File: src/rtl/instr_fetch_if.sv
// Fetch-unit bundle: control handshake, memory port, and the decoded
// instruction fields. The fetch register drives the slave side.
interface instr_fetch_if #(
  parameter int WIDTH = 32
);
  logic               IRWrite;
  logic               Flush;
  logic [WIDTH-1:0]   PC;
  logic               MemReady;
  logic [WIDTH-1:0]   MemData;
  logic               MemRead;
  logic [WIDTH-1:0]   MemAddr;
  logic               Busy;
  logic               IRDone;
  logic               Fault;
  logic [WIDTH-1:0]   Instr;
  logic [5:0]         Opcode;
  logic [4:0]         Rs;
  logic [4:0]         Rt;
  logic [4:0]         Rd;
  logic [4:0]         Shamt;
  logic [5:0]         Funct;
  logic [WIDTH/2-1:0] Imm;
  logic [25:0]        JAddr;
  logic [WIDTH-1:0]   MDR;

  modport master (
    output IRWrite, Flush, PC, MemReady, MemData,
    input  MemRead, MemAddr, Busy, IRDone, Fault, Instr,
           Opcode, Rs, Rt, Rd, Shamt, Funct, Imm, JAddr, MDR
  );

  modport slave (
    input  IRWrite, Flush, PC, MemReady, MemData,
    output MemRead, MemAddr, Busy, IRDone, Fault, Instr,
           Opcode, Rs, Rt, Rd, Shamt, Funct, Imm, JAddr, MDR
  );
endinterface

File: src/rtl/instr_fetch_reg.sv
// Instruction fetch register: latches the fetch address, waits for memory
// with a bounded timeout, holds the instruction and exposes its fields.
//
// state | meaning
// IDLE  | waiting for IRWrite; Fault is held here until the next accepted fetch
// FETCH | MemRead asserted, waiting for MemReady, Flush or timeout
// DONE  | new instruction held, IRDone pulses for this one cycle
module instr_fetch_reg #(
  parameter int WIDTH   = 32,
  parameter int TIMEOUT = 15
) (
  input  logic          clk,
  input  logic          reset,
  instr_fetch_if.slave  bus
);

  localparam int CW = $clog2(TIMEOUT + 1);

  typedef enum logic [1:0] {
    IDLE  = 2'd0,
    FETCH = 2'd1,
    DONE  = 2'd2
  } state_t;

  state_t           state_q, state_d;
  logic [CW-1:0]    cnt_q, cnt_d;
  logic [WIDTH-1:0] addr_q, addr_d;
  logic [WIDTH-1:0] instr_q, instr_d;
  logic [WIDTH-1:0] mdr_q;
  logic             fault_q, fault_d;

  always_ff @(posedge clk or negedge reset) begin
    if (!reset) begin
      state_q <= IDLE;
      cnt_q   <= '0;
      addr_q  <= '0;
      instr_q <= '0;
      mdr_q   <= '0;
      fault_q <= 1'b0;
    end else begin
      state_q <= state_d;
      cnt_q   <= cnt_d;
      addr_q  <= addr_d;
      instr_q <= instr_d;
      fault_q <= fault_d;
      if (bus.MemReady) begin
        mdr_q <= bus.MemData;
      end
    end
  end

  always_comb begin
    state_d = state_q;
    cnt_d   = cnt_q;
    addr_d  = addr_q;
    instr_d = instr_q;
    fault_d = fault_q;
    unique case (state_q)
      IDLE: begin
        if (bus.IRWrite) begin
          addr_d  = bus.PC;
          fault_d = 1'b0;
          cnt_d   = '0;
          state_d = FETCH;
        end
      end
      FETCH: begin
        // Flush outranks a simultaneous MemReady, which outranks timeout.
        if (bus.Flush) begin
          state_d = IDLE;
        end else if (bus.MemReady) begin
          instr_d = bus.MemData;
          state_d = DONE;
        end else begin
          cnt_d = cnt_q + 1'b1;
          if (cnt_d == CW'(TIMEOUT)) begin
            fault_d = 1'b1;
            state_d = IDLE;
          end
        end
      end
      DONE: begin
        state_d = IDLE;
      end
      default: begin
        state_d = IDLE;
      end
    endcase
  end

  assign bus.MemRead = (state_q == FETCH);
  assign bus.Busy    = (state_q != IDLE);
  assign bus.IRDone  = (state_q == DONE);
  assign bus.Fault   = fault_q;
  assign bus.MemAddr = addr_q;
  assign bus.Instr   = instr_q;
  assign bus.MDR     = mdr_q;

  assign bus.Opcode = instr_q[31:26];
  assign bus.Rs     = instr_q[25:21];
  assign bus.Rt     = instr_q[20:16];
  assign bus.Rd     = instr_q[15:11];
  assign bus.Shamt  = instr_q[10:6];
  assign bus.Funct  = instr_q[5:0];
  assign bus.Imm    = instr_q[WIDTH/2-1:0];
  assign bus.JAddr  = instr_q[25:0];

endmodule

File: src/flat_wrapper.sv
// flat-port wrapper written by rule: the top's interface ports become plain ports
module instr_fetch_reg_flat 
#(
  parameter int WIDTH   = 32,
  parameter int TIMEOUT = 15
)
  (clk, reset, bus_IRWrite, bus_Flush, bus_PC, bus_MemReady, bus_MemData, bus_MemRead, bus_MemAddr, bus_Busy, bus_IRDone, bus_Fault, bus_Instr, bus_Opcode, bus_Rs, bus_Rt, bus_Rd, bus_Shamt, bus_Funct, bus_Imm, bus_JAddr, bus_MDR);
  instr_fetch_if #(.WIDTH(WIDTH)) bus_i ();
  input  logic clk;
  input  logic reset;
  input wire logic [$bits(bus_i.IRWrite)-1:0] bus_IRWrite;
  input wire logic [$bits(bus_i.Flush)-1:0] bus_Flush;
  input wire logic [$bits(bus_i.PC)-1:0] bus_PC;
  input wire logic [$bits(bus_i.MemReady)-1:0] bus_MemReady;
  input wire logic [$bits(bus_i.MemData)-1:0] bus_MemData;
  output wire logic [$bits(bus_i.MemRead)-1:0] bus_MemRead;
  output wire logic [$bits(bus_i.MemAddr)-1:0] bus_MemAddr;
  output wire logic [$bits(bus_i.Busy)-1:0] bus_Busy;
  output wire logic [$bits(bus_i.IRDone)-1:0] bus_IRDone;
  output wire logic [$bits(bus_i.Fault)-1:0] bus_Fault;
  output wire logic [$bits(bus_i.Instr)-1:0] bus_Instr;
  output wire logic [$bits(bus_i.Opcode)-1:0] bus_Opcode;
  output wire logic [$bits(bus_i.Rs)-1:0] bus_Rs;
  output wire logic [$bits(bus_i.Rt)-1:0] bus_Rt;
  output wire logic [$bits(bus_i.Rd)-1:0] bus_Rd;
  output wire logic [$bits(bus_i.Shamt)-1:0] bus_Shamt;
  output wire logic [$bits(bus_i.Funct)-1:0] bus_Funct;
  output wire logic [$bits(bus_i.Imm)-1:0] bus_Imm;
  output wire logic [$bits(bus_i.JAddr)-1:0] bus_JAddr;
  output wire logic [$bits(bus_i.MDR)-1:0] bus_MDR;
  assign bus_i.IRWrite = bus_IRWrite;
  assign bus_i.Flush = bus_Flush;
  assign bus_i.PC = bus_PC;
  assign bus_i.MemReady = bus_MemReady;
  assign bus_i.MemData = bus_MemData;
  assign bus_MemRead = bus_i.MemRead;
  assign bus_MemAddr = bus_i.MemAddr;
  assign bus_Busy = bus_i.Busy;
  assign bus_IRDone = bus_i.IRDone;
  assign bus_Fault = bus_i.Fault;
  assign bus_Instr = bus_i.Instr;
  assign bus_Opcode = bus_i.Opcode;
  assign bus_Rs = bus_i.Rs;
  assign bus_Rt = bus_i.Rt;
  assign bus_Rd = bus_i.Rd;
  assign bus_Shamt = bus_i.Shamt;
  assign bus_Funct = bus_i.Funct;
  assign bus_Imm = bus_i.Imm;
  assign bus_JAddr = bus_i.JAddr;
  assign bus_MDR = bus_i.MDR;
  instr_fetch_reg #(.WIDTH(WIDTH), .TIMEOUT(TIMEOUT)) u_core (.clk(clk), .reset(reset), .bus(bus_i));
endmodule
File: config.mk
export PLATFORM = sky130hd
export DESIGN_NAME = instr_fetch_reg_flat
export DESIGN_NICKNAME = d
export VERILOG_FILES = /design/src/rtl/instr_fetch_if.sv /design/src/rtl/instr_fetch_reg.sv /design/src/flat_wrapper.sv
export SDC_FILE = /design/constraint.sdc
export NUM_CORES = 1
export LEC_CHECK = 0
export BUFFER_PORTS_ARGS = -buffer_cell sky130_fd_sc_hd__buf_2
export CORE_ASPECT_RATIO = 0.75
export CORE_MARGIN = 4
export CORE_UTILIZATION = 48
export DETAILED_ROUTE_END_ITERATION = 7
export PLACE_DENSITY_LB_ADDON = 0.3
export SETUP_SLACK_MARGIN = 0.5
export SLEW_MARGIN = 25
export SYNTH_ARGS = -nofsm -noshare
export SYNTH_HDL_FRONTEND = slang
export SYNTH_SLANG_ARGS = --single-unit
File: constraint.sdc
create_clock -name clk -period 2.47 [get_ports clk]
set_clock_uncertainty 0.05 [all_clocks]
set_input_delay 0.247 -clock clk [delete_from_list [all_inputs] [get_ports clk]]
set_output_delay 0.247 -clock clk [all_outputs]
set_load 0.05 [all_outputs]
==> impl_metrics.env, run 1 <==
export IMPL_grt_use_met1_pct=22.9
export IMPL_register_area_um2=2580
export IMPL_crit_reg_reg_endpoint="u_core.bus.Instr[10]"
export IMPL_grt_setup_unrepaired="false"
export IMPL_timing_hold_worst_path_depth=3
export IMPL_synth_mux_area_fraction_pct=16.1
export IMPL_cts_num_sinks=103
export IMPL_main_combinational_cell_family_by_area_after_synthesis="multiplexers"
export IMPL_min_from="bus_PC[14]"
export IMPL_slew_violations=0
export IMPL_route_vias_total=3143
export IMPL_ir_worst_vdd_mv=0.809
export IMPL_netlist_top_cell_by_area="dfrtp_1"
export IMPL_worst_path_arrival_time_ns=1.90
export IMPL_clock_tree_buffer_depth=2
export IMPL_post_dp_hpwl_mm=7.62
export IMPL_setup_crit_path_kind="flop to flop"
export IMPL_tritoncts="done"
export IMPL_numPortBuffers=242
export IMPL_synthesis_area_per_instance_um2=11.8
export IMPL_grt_most_used_layer="met2"
export IMPL_crit_path_max_fanout=17
export IMPL_nets=628
export IMPL_fin_tns_setup_ns=0
export IMPL_global_route_wire_length_before_repair_mm=16.2
export IMPL_leakage_nw=3.02
export IMPL_worstPathCellList="nand2b_1, nor3b_4, buf_4, mux2_2"
export IMPL_wl_per_cell_um=14.4
export IMPL_pin_count_of_the_biggest_net_entering_global_routing=45
export IMPL_worst_setup_path_end_kind="flop"
export IMPL_required_ns=2.63
export IMPL_io_pins=243
export IMPL_power_per_cell_area_nw_per_um2=1360
export IMPL_crit_reg2reg_launch="u_core.state_q[1]"
export IMPL_synthCells=384
export IMPL_max_clock_freq_mhz=574
export IMPL_report_final_hold_viol_count=0
export IMPL_result_of_the_run="complete, no violations"
export IMPL_max_cap_violations=0
export IMPL_clkLatencyLatePin_ns=0.33
export IMPL_core_area_um2=9120
export IMPL_synth_seq_area_share_pct=57.0
export IMPL_clkSlewWorstSetupHoldPaths_ns=0.07
export IMPL_grt_antenna_before_repair=0
export IMPL_area_growth_pct=23.8
export IMPL_synth_area_leaders="dfrtp_1 57%, mux2_2 16%, buf_4 12%"
export IMPL_drt_pre_antenna_iters=4
export IMPL_htree_levels=3
export IMPL_postSynthRegisterBits=103
export IMPL_place_congestion=0.780
export IMPL_syn_nets=455
export IMPL_use_met2_pct=30.5
export IMPL_cell_with_the_largest_stage_delay_on_the_worst_path="dfrtp_1"
export IMPL_die_area_um2=11100
export IMPL_drt_wl_total_mm=9.94
export IMPL_cts_made_buffers=9
export IMPL_ys_warn_count=0
export IMPL_std_cell_rows=30
export IMPL_hold_class="primary input to flop"
export IMPL_die_width_um=120
export IMPL_vias_per_cell=4.56
export IMPL_grtUsageTotal_pct=18.4
export IMPL_synth_lib_cells_used_distinct=23
export IMPL_gr_usage_met3_pct=5.86
export IMPL_worst_slew_pin_slew_ns=0.576
export IMPL_share_of_the_synthesized_area_in_compound_gates_ao_oa_aoi_oai_pct=1.11
export IMPL_drt_iter0_markers=117
export IMPL_cp_slowest_stage_delay_ns=0.43
export IMPL_num_fill_cells=784
export IMPL_timing_reg2reg_setup_slack_ns=0.73
export IMPL_drcViolationCount=0
export IMPL_antenna_cells=0
export IMPL_final_setup_worst_slack_ns=0.728
export IMPL_initial_utilization_pct=49.6
export IMPL_dp_worst_setup_slack_ns=0.633
export IMPL_multi_input_area_um2=1300
export IMPL_timing_final_setup_violations=0
export IMPL_timing_slew_headroom_pct=61.6
export IMPL_timing_final_crit_period_ns=1.74
export IMPL_grt_pass1_vias=3205
export IMPL_mappedNetlistArea_um2=4530
export IMPL_clock_root_buffer="clkbuf_16"
export IMPL_grt_overflow_total=0
export IMPL_die_height_um=92.1
export IMPL_post_route_cells_drive_above_1_share_pct=58.8
export IMPL_drtAntennaViolNets=0
export IMPL_setup_worst_path_start_class="flop"
export IMPL_synth_xor_area_share_pct=0.387
export IMPL_timing_final_crit_share_pct=70.5
export IMPL_post_synth_and_or_nand_nor_area_fraction_pct=10.3
export IMPL_synth_adder_area_share_pct=0.553
export IMPL_whs_endpoint="u_core.bus.MemAddr[14]"
export IMPL_yosysTopAreaCellShare_pct=57.0
export IMPL_cts_resized_gates=0
export IMPL_timing_reg2reg_worst_path_depth=4
[worst max path at each step]
stage                            to  slack, ns  cells past startpoint         startpoint
3_5_place_dp   u_core.bus.Instr[16]       0.63                      4       bus_MemReady
4_1_cts         u_core.bus.Instr[3]       0.72                      4  u_core.state_q[1]
5_1_grt         u_core.bus.Instr[6]       0.64                      4  u_core.state_q[1]
2_1_floorplan  u_core.bus.Instr[10]       0.85                      4  u_core.state_q[1]
6_report       u_core.bus.Instr[10]       0.73                      4  u_core.state_q[1]
3_3_place_gp    u_core.bus.Instr[5]       0.69                      4       bus_MemReady
[cells in the mapped netlist]
cell type / n
nand2_1: 100
nor2b_1: 1
mux2_2: 64
o31a_1: 1
buf_6: 4
o21ai_0: 4
o21ai_2: 1
xor2_1: 2
ha_1: 2
or4b_1: 1
nor3b_2: 1
buf_4: 75
inv_1: 4
nor2_1: 1
clkbuf_1: 9
o31ai_1: 1
dfrtp_1: 103
nand3_1: 4
nand2b_1: 2
nand4b_1: 1
mux2i_1: 1
nor3b_4: 1
a21oi_1: 1
[cell type report]
type / count / share of cell area (%)
clock inverter: 4 / 0.402
sequential: 103 / 46.0
tap: 128 / 2.86
timing repair buffer: 250 / 23.0
inverter: 4 / 0.268
multi-input combinational: 189 / 23.2
clock buffer: 11 / 4.33
[kinds of logic (layout without fill, tap and decap cells)]
family | count (synthesis) | in the layout
adder cells (fa/ha/maj) | 2 | 2
XOR/XNOR | 2 | 2
flip-flops | 103 | 103
buffers and inverters | 92 | 269
AO/OA/AOI/OAI | 8 | 8
multiplexers | 65 | 65
AND/OR/NAND/NOR | 112 | 112
[report_power, final]
group	switching (mW)	leakage [nW]	internal, mW	total [mW]
clock	0.577	0.131	0.700	1.28
combinational	3.24	1.64	0.791	4.04
sequential	0.272	1.24	2.03	2.31
[routing by layer]
metal	up-vias	share of wire [%]	wire, µm
li1	1512	-	-
met1	1479	40	4000
met2	137	50	4940
met3	15	8.6	851
met4	0	1.5	150
met5	-	0	0
[stage by stage]
| stage | instance area [µm²] | util (%) | power [mW] | hold WS [ns] | cells |
|---|---|---|---|---|---|
| global route | 5600 | 61.4 | 7.96 | 0.0321 | 689 |
| finish | 5600 | 61.4 | 7.62 | 0.0475 | 689 |
| floorplan | 4530 | - | 5.99 | -0.0986 | 384 |
| CTS | 5600 | 61.4 | 7.70 | 0.0348 | 689 |
| detailed placement | 5330 | 58.4 | 6.40 | 0.182 | 673 |
| global placement | 5330 | 58.4 | 6.37 | 0.173 | 673 |
[critical path, delay by kind of cell, from the launching register on]
| kind | cells | cell delay (ns) |
|---|---|---|
| simple gates | 2 | 0.48 |
| flops | 1 | 0.43 |
| mux | 1 | 0.37 |
| buf+inv | 1 | 0.29 |
[sequential cells by signal (all words and copies together) (netlist names)]
signal / flops
u_core.bus.MDR: 32
u_core.cnt_q: 4
u_core.bus.MemAddr: 32
u_core.bus.Instr: 32
u_core.state_q: 2
u_core.bus.Fault: 1
[cells in the final DEF (no fill, tap or decap), drive strengths merged]
cell type / count
mux2i: 1
mux2: 64
nand2b: 2
or4b: 1
o21ai: 5
clkinv: 3
ha: 2
o31a: 1
nand2: 100
buf: 249
xor2: 2
nand4b: 1
clkinvlp: 1
o31ai: 1
a21oi: 1
dlygate4sd3: 1
dfrtp: 103
nor3b: 2
nor2: 1
nor2b: 1
nand3: 4
clkbuf: 11
inv: 4
[repair_timing]
item,4_1_cts,5_1_grt
hold buffers,1,0
buffers inserted,0,0
endpoints found under the hold margin,32,0
No activity file was read; power rests on OpenSTA's default activity.
==> run 2, diff against run 1 <==
--- a/config.mk
+++ b/config.mk
@@ -8,7 +8,7 @@
 export BUFFER_PORTS_ARGS = -buffer_cell sky130_fd_sc_hd__buf_2
 export CORE_ASPECT_RATIO = 0.75
 export CORE_MARGIN = 4
-export CORE_UTILIZATION = 48
+export CORE_UTILIZATION = 45
 export DETAILED_ROUTE_END_ITERATION = 7
 export PLACE_DENSITY_LB_ADDON = 0.3
 export SETUP_SLACK_MARGIN = 0.5
==> constraint.sdc (replaced) <==
create_clock -name clk -period 1.8 [get_ports clk]
set_clock_uncertainty 0.05 [all_clocks]
set_input_delay 0.18 -clock clk [delete_from_list [all_inputs] [get_ports clk]]
set_output_delay 0.18 -clock clk [all_outputs]
set_load 0.05 [all_outputs]
==> run 2 against run 1 <==
Compared with the run above: maximum frequency rose by 12%; die area rose by 6.1%; clock power rose by 62%; final cell count rose by 8.3%.
==> impl_metrics.env, run 2 (synthesis results as in run 1) <==
export IMPL_clkSlewWorstSetupHoldPaths_ns=0.07
export IMPL_drt_pre_antenna_iters=4
export IMPL_clock_tree_buffer_depth=2
export IMPL_setup_worst_path_start_class="flop"
export IMPL_grt_pass1_vias=3445
export IMPL_worst_path_arrival_time_ns=1.73
export IMPL_grt_antenna_before_repair=0
export IMPL_worstPathCellList="nand2b_4, nor3b_4, buf_4, clkbuf_16, mux2_2"
export IMPL_mostFrequentLayoutCells="178 x buf_2, 100 x dfrtp_1, 99 x nand2_1, 64 x mux2_2, 43 x buf_4"
export IMPL_initial_utilization_pct=46.5
export IMPL_grt_overflow_total=0
export IMPL_timing_final_setup_violations=0
export IMPL_numPortBuffers=242
export IMPL_wl_per_cell_um=15.9
export IMPL_timing_slew_headroom_pct=69.9
export IMPL_post_dp_hpwl_mm=7.62
export IMPL_htree_levels=3
export IMPL_vias_per_cell=4.70
export IMPL_tritoncts="done"
export IMPL_std_cell_rows=31
export IMPL_io_pins=243
export IMPL_drt_iter0_markers=86
export IMPL_global_route_wire_length_before_repair_mm=17.4
export IMPL_layout_core_utilization_pct=67.9
export IMPL_report_final_hold_viol_count=0
export IMPL_drt_wl_total_mm=11.9
export IMPL_nets=680
export IMPL_max_cap_violations=0
export IMPL_cp_slowest_stage_delay_ns=0.40
export IMPL_drtAntennaViolNets=0
export IMPL_timing_reg2reg_setup_slack_ns=0.24
export IMPL_power_per_cell_area_nw_per_um2=1720
export IMPL_setup_crit_path_kind="flop to flop"
export IMPL_result_of_the_run="complete, no violations"
export IMPL_route_vias_total=3503
export IMPL_timing_final_crit_share_pct=86.8
export IMPL_slew_violations=0
export IMPL_post_route_cells_drive_above_1_share_pct=60.1
export IMPL_worst_slew_pin_slew_ns=0.451
export IMPL_die_height_um=94.9
export IMPL_grt_setup_unrepaired="true"
export IMPL_core_area_um2=9740
export IMPL_hold_class="primary input to flop"
export IMPL_die_area_um2=11700
export IMPL_die_width_um=124
export IMPL_clock_root_buffer="clkbuf_16"
export IMPL_place_congestion=0.768
export IMPL_worst_setup_path_end_kind="flop"
export IMPL_timing_final_crit_period_ns=1.56
export IMPL_layout_cells_most_common="buf_2"
export IMPL_max_clock_freq_mhz=640
export IMPL_final_setup_worst_slack_ns=0.238
export IMPL_cell_with_the_largest_stage_delay_on_the_worst_path="dfrtp_1"
export IMPL_cts_num_sinks=103
export IMPL_area_growth_pct=46.1
export IMPL_crit_path_max_fanout=5
export IMPL_required_ns=1.97
export IMPL_ir_worst_vdd_mv=1.05
export IMPL_fin_tns_setup_ns=0
export IMPL_cts_made_buffers=9
export IMPL_grtUsageTotal_pct=19.4
export IMPL_antenna_cells=0
export IMPL_drcViolationCount=0
export IMPL_dp_worst_setup_slack_ns=0.137
export IMPL_clkLatencyLatePin_ns=0.34
export IMPL_leakage_nw=3.40
export IMPL_pin_count_of_the_biggest_net_entering_global_routing=40
## run 2: cell type report
class | instances | area, µm²
multi-input cells | 189 | 1380
flip-flops and latches | 103 | 2580
inverters | 4 | 17.5
clock inverters | 5 | 81.3
well taps | 132 | 165
fillers | 724 | 3130
repair buffers | 302 | 2140
clock buffers | 11 | 243
## run 2: repair_timing
action,CTS,global route
hold endpoints to repair,60,0
setup buffers,10,2
gates cloned,3,4
hold buffers,33,0
endpoints found under the setup margin,80,126
pin swaps,1,2
resized for setup,29,94
## run 2: through the flow
| stage | total power [mW] | instance area [µm²] | std cells | hold WS, ns |
|---|---|---|---|---|
| 6_report | 11.3 | 6610 | 746 | 0.0369 |
| 5_1_grt | 11.8 | 6610 | 746 | 0.0208 |
| 4_1_cts | 11.1 | 6310 | 740 | 0.0207 |
| 3_5_place_dp | 8.83 | 5410 | 678 | 0.0971 |
| 3_3_place_gp | 8.78 | 5410 | 678 | 0.0926 |
| 2_1_floorplan | 8.24 | 4560 | 384 | -0.166 |
## run 2: routing by layer
metal	global-route usage [%]	vias up	wire, µm
met4	6.82	0	367
met1	23.6	1687	4540
met2	33.5	155	6110
li1	-	1632	-
met3	4.91	29	850
met5	0	-	0
## run 2: critical path, delay by kind of cell, from the launching register on
| family | cells | cell delay [ns] |
|---|---|---|
| flops | 1 | 0.40 |
| simple gates | 2 | 0.36 |
| mux | 1 | 0.32 |
| buf+inv | 2 | 0.31 |
## run 2: path summary, 6_finish.rpt
| kind | from | endpoint | cells past startpoint |
|---|---|---|---|
| worst max-delay path | u_core.state_q[1] | u_core.bus.Instr[13] | 5 |
| worst min-delay path | bus_MemData[14] | u_core.bus.MDR[14] | 2 |
| worst min register to register | u_core.bus.MemAddr[23] | u_core.bus.MemAddr[23] | 2 |
| min in group asynchronous | reset | u_core.bus.MemAddr[15] | 2 |
| worst max register to register | u_core.state_q[1] | u_core.bus.Instr[13] | 5 |
| max in group asynchronous | reset | u_core.bus.MDR[23] | 3 |
## run 2: power by group
group	switching, mW	internal (mW)	total, mW
combinational	4.56	1.52	6.08
clock	0.809	1.26	2.07
sequential	0.409	2.79	3.20
total	5.77	5.57	11.3
==> run 3, diff against run 2 <==
--- a/config.mk
+++ b/config.mk
@@ -8,7 +8,7 @@
 export BUFFER_PORTS_ARGS = -buffer_cell sky130_fd_sc_hd__buf_2
 export CORE_ASPECT_RATIO = 0.75
 export CORE_MARGIN = 4
-export CORE_UTILIZATION = 45
+export CORE_UTILIZATION = 40
 export DETAILED_ROUTE_END_ITERATION = 7
 export PLACE_DENSITY_LB_ADDON = 0.3
 export SETUP_SLACK_MARGIN = 0.5
==> constraint.sdc (replaced) <==
create_clock -name clk -period 1.7 [get_ports clk]
set_clock_uncertainty 0.05 [all_clocks]
set_input_delay 0.17 -clock clk [delete_from_list [all_inputs] [get_ports clk]]
set_output_delay 0.17 -clock clk [all_outputs]
set_load 0.05 [all_outputs]
==> run 3 against run 2 <==
Compared with the run above: die area rose by 12%; clock power decreased by 2%; design area increased by 13%; largest cell class is now non-clock buffers; largest power group unchanged.
==> impl_metrics.env, run 3 (synthesis results as in run 1) <==
export IMPL_worst_setup_path_end_kind="flop"
export IMPL_grtUsageTotal_pct=18.1
export IMPL_fin_tns_setup_ns=0
export IMPL_min_from="bus_MemData[8]"
export IMPL_hold_class="primary input to flop"
export IMPL_num_fill_cells=752
export IMPL_setup_crit_path_kind="flop to flop"
export IMPL_area_growth_pct=65.4
export IMPL_report_final_hold_viol_count=0
export IMPL_worstPathCellList="buf_4, or4b_4, mux2i_1, nand2_1, o21ai_2"
export IMPL_timing_final_crit_share_pct=91.5
export IMPL_timing_reg2reg_setup_slack_ns=0.15
export IMPL_cp_slowest_stage_delay_ns=0.54
export IMPL_route_vias_total=3539
export IMPL_drt_pre_antenna_iters=4
export IMPL_io_pins=243
export IMPL_power_per_cell_area_nw_per_um2=1760
export IMPL_leakage_nw=3.69
export IMPL_std_cell_rows=33
export IMPL_timing_final_crit_period_ns=1.55
export IMPL_final_setup_worst_slack_ns=0.145
export IMPL_drtAntennaViolNets=0
export IMPL_initial_utilization_pct=41.2
export IMPL_cts_made_buffers=9
export IMPL_fin_hold_ws_ns=0.0278
export IMPL_clkLatencyLatePin_ns=0.33
export IMPL_grt_setup_unrepaired="true"
export IMPL_worst_path_arrival_time_ns=1.77
export IMPL_clock_tree_buffer_depth=2
export IMPL_grt_overflow_total=0
export IMPL_timing_critical_path_from="u_core.state_q[1]"
export IMPL_setup_worst_path_start_class="flop"
export IMPL_cell_with_the_largest_stage_delay_on_the_worst_path="or4b_4"
export IMPL_placed_area_um2=5450
export IMPL_antenna_cells=0
export IMPL_max_clock_freq_mhz=643
export IMPL_required_ns=1.92
export IMPL_clock_root_buffer="clkbuf_16"
export IMPL_final_area_um2=7480
export IMPL_wl_per_cell_um=18.0
export IMPL_ir_worst_vdd_mv=1.16
export IMPL_mostFrequentLayoutCells="106 x buf_6, 82 x buf_2, 78 x dfrtp_1, 64 x mux2_2, 47 x nand2_1"
export IMPL_dp_worst_setup_slack_ns=0.116
export IMPL_result_of_the_run="complete, no violations"
export IMPL_global_route_wire_length_before_repair_mm=18.8
export IMPL_drt_wl_total_mm=13.6
export IMPL_cts_num_sinks=103
export IMPL_grt_pass1_vias=3681
export IMPL_crit_path_max_fanout=3
export IMPL_post_dp_hpwl_mm=7.64
export IMPL_die_height_um=100
export IMPL_layout_cells_most_common="buf_6"
export IMPL_place_congestion=0.793
export IMPL_fin_total_pwr_mw=13.2
export IMPL_worst_slew_pin_slew_ns=0.556
export IMPL_die_area_um2=13100
export IMPL_die_width_um=131
export IMPL_crit_path_leading_delay_family="simple AND/OR/NAND/NOR gates"
export IMPL_timing_final_setup_violations=0
export IMPL_numPortBuffers=242
export IMPL_slew_violations=0
export IMPL_htree_levels=3
export IMPL_vias_per_cell=4.69
export IMPL_grt_antenna_before_repair=0
export IMPL_nets=682
export IMPL_core_area_um2=11000
export IMPL_tritoncts="done"
export IMPL_post_route_cells_drive_above_1_share_pct=71.7
export IMPL_clkSlewWorstSetupHoldPaths_ns=0.07
export IMPL_max_cap_violations=0
export IMPL_timing_slew_headroom_pct=62.9
export IMPL_drcViolationCount=0
export IMPL_crit_reg2reg_launch="u_core.state_q[1]"
export IMPL_pin_count_of_the_biggest_net_entering_global_routing=104
export IMPL_drt_iter0_markers=86
export IMPL_critical_path_buf_inv_count=1
[run 3: cell types whose count changed in the layout (fill, tap and decap cells not counted), moves of 8 or more]
cell | before | now
nand2_1 | 99 | 47
nand2_4 | 0 | 20
clkbuf_4 | 27 | 35
buf_6 | 6 | 106
nand2_2 | 1 | 32
buf_4 | 43 | 31
buf_2 | 178 | 82
dfrtp_1 | 100 | 78
dfrtp_2 | 3 | 25
[run 3: final cells by class]
class	instances	area (µm²)	share of cell area (%)
clock buffers	10	229	3.06
flip-flops and latches	103	2610	34.9
well taps	140	175	2.34
clock inverters	5	60.1	0.803
repair buffers	304	2800	37.4
multi-input cells	189	1590	21.3
inverters	4	17.5	0.234
[run 3: path summary, 6_finish.rpt]
path                            cells past startpoint                     end
worst max-delay path                                5         u_core.cnt_q[2]
worst min-delay path                                2     u_core.bus.Instr[8]
worst max register to register                      5         u_core.cnt_q[2]
worst min register to register                      2  u_core.bus.MemAddr[15]
max in group asynchronous                           3     u_core.bus.Instr[5]
min in group asynchronous                           3      u_core.bus.MDR[29]
[run 3: repair_timing]
| item | CTS | global route |
|---|---|---|
| setup buffers | 10 | 2 |
| endpoints found under the setup margin | 187 | 211 |
| resized for setup | 184 | 206 |
| hold buffers | 33 | 0 |
| pin swaps | 3 | 58 |
| endpoints found under the hold margin | 135 | 0 |
| cloned | 4 | 3 |
[run 3: power by group]
part           total, mW  switching (mW)  internal (mW)
logic               7.50            4.97           2.53
clock network       2.03           0.888           1.14
registers           3.63           0.634           2.99
total               13.2            6.50           6.66
[run 3: per-layer routing]
metal  routed length, µm  GRT usage (%)  up-vias  share of wire, %
li1                    -              -     1632                 -
met1                5340           22.2     1750                39
met2                7230           31.7      144                53
met3                 887           4.95       13               6.5
met4                 176           4.43        0               1.3
met5                   0              0        -                 0
[run 3: metrics by stage]
stage / util (%) / std cells
6_report: 68.1 / 755
5_1_grt: 68.1 / 755
4_1_cts: 61.8 / 750
3_5_place_dp: 49.6 / 688
3_3_place_gp: 49.6 / 688
2_1_floorplan: - / 384
[run 3: worst register-to-register path: cells and delay by family, from the launching register on]
kind	cells	cell delay, ns
AND/OR/NAND/NOR	2	0.63
buffers and inverters	1	0.13
AO/OA/AOI/OAI	1	0.05
multiplexers	1	0.22
flip-flops	1	0.39
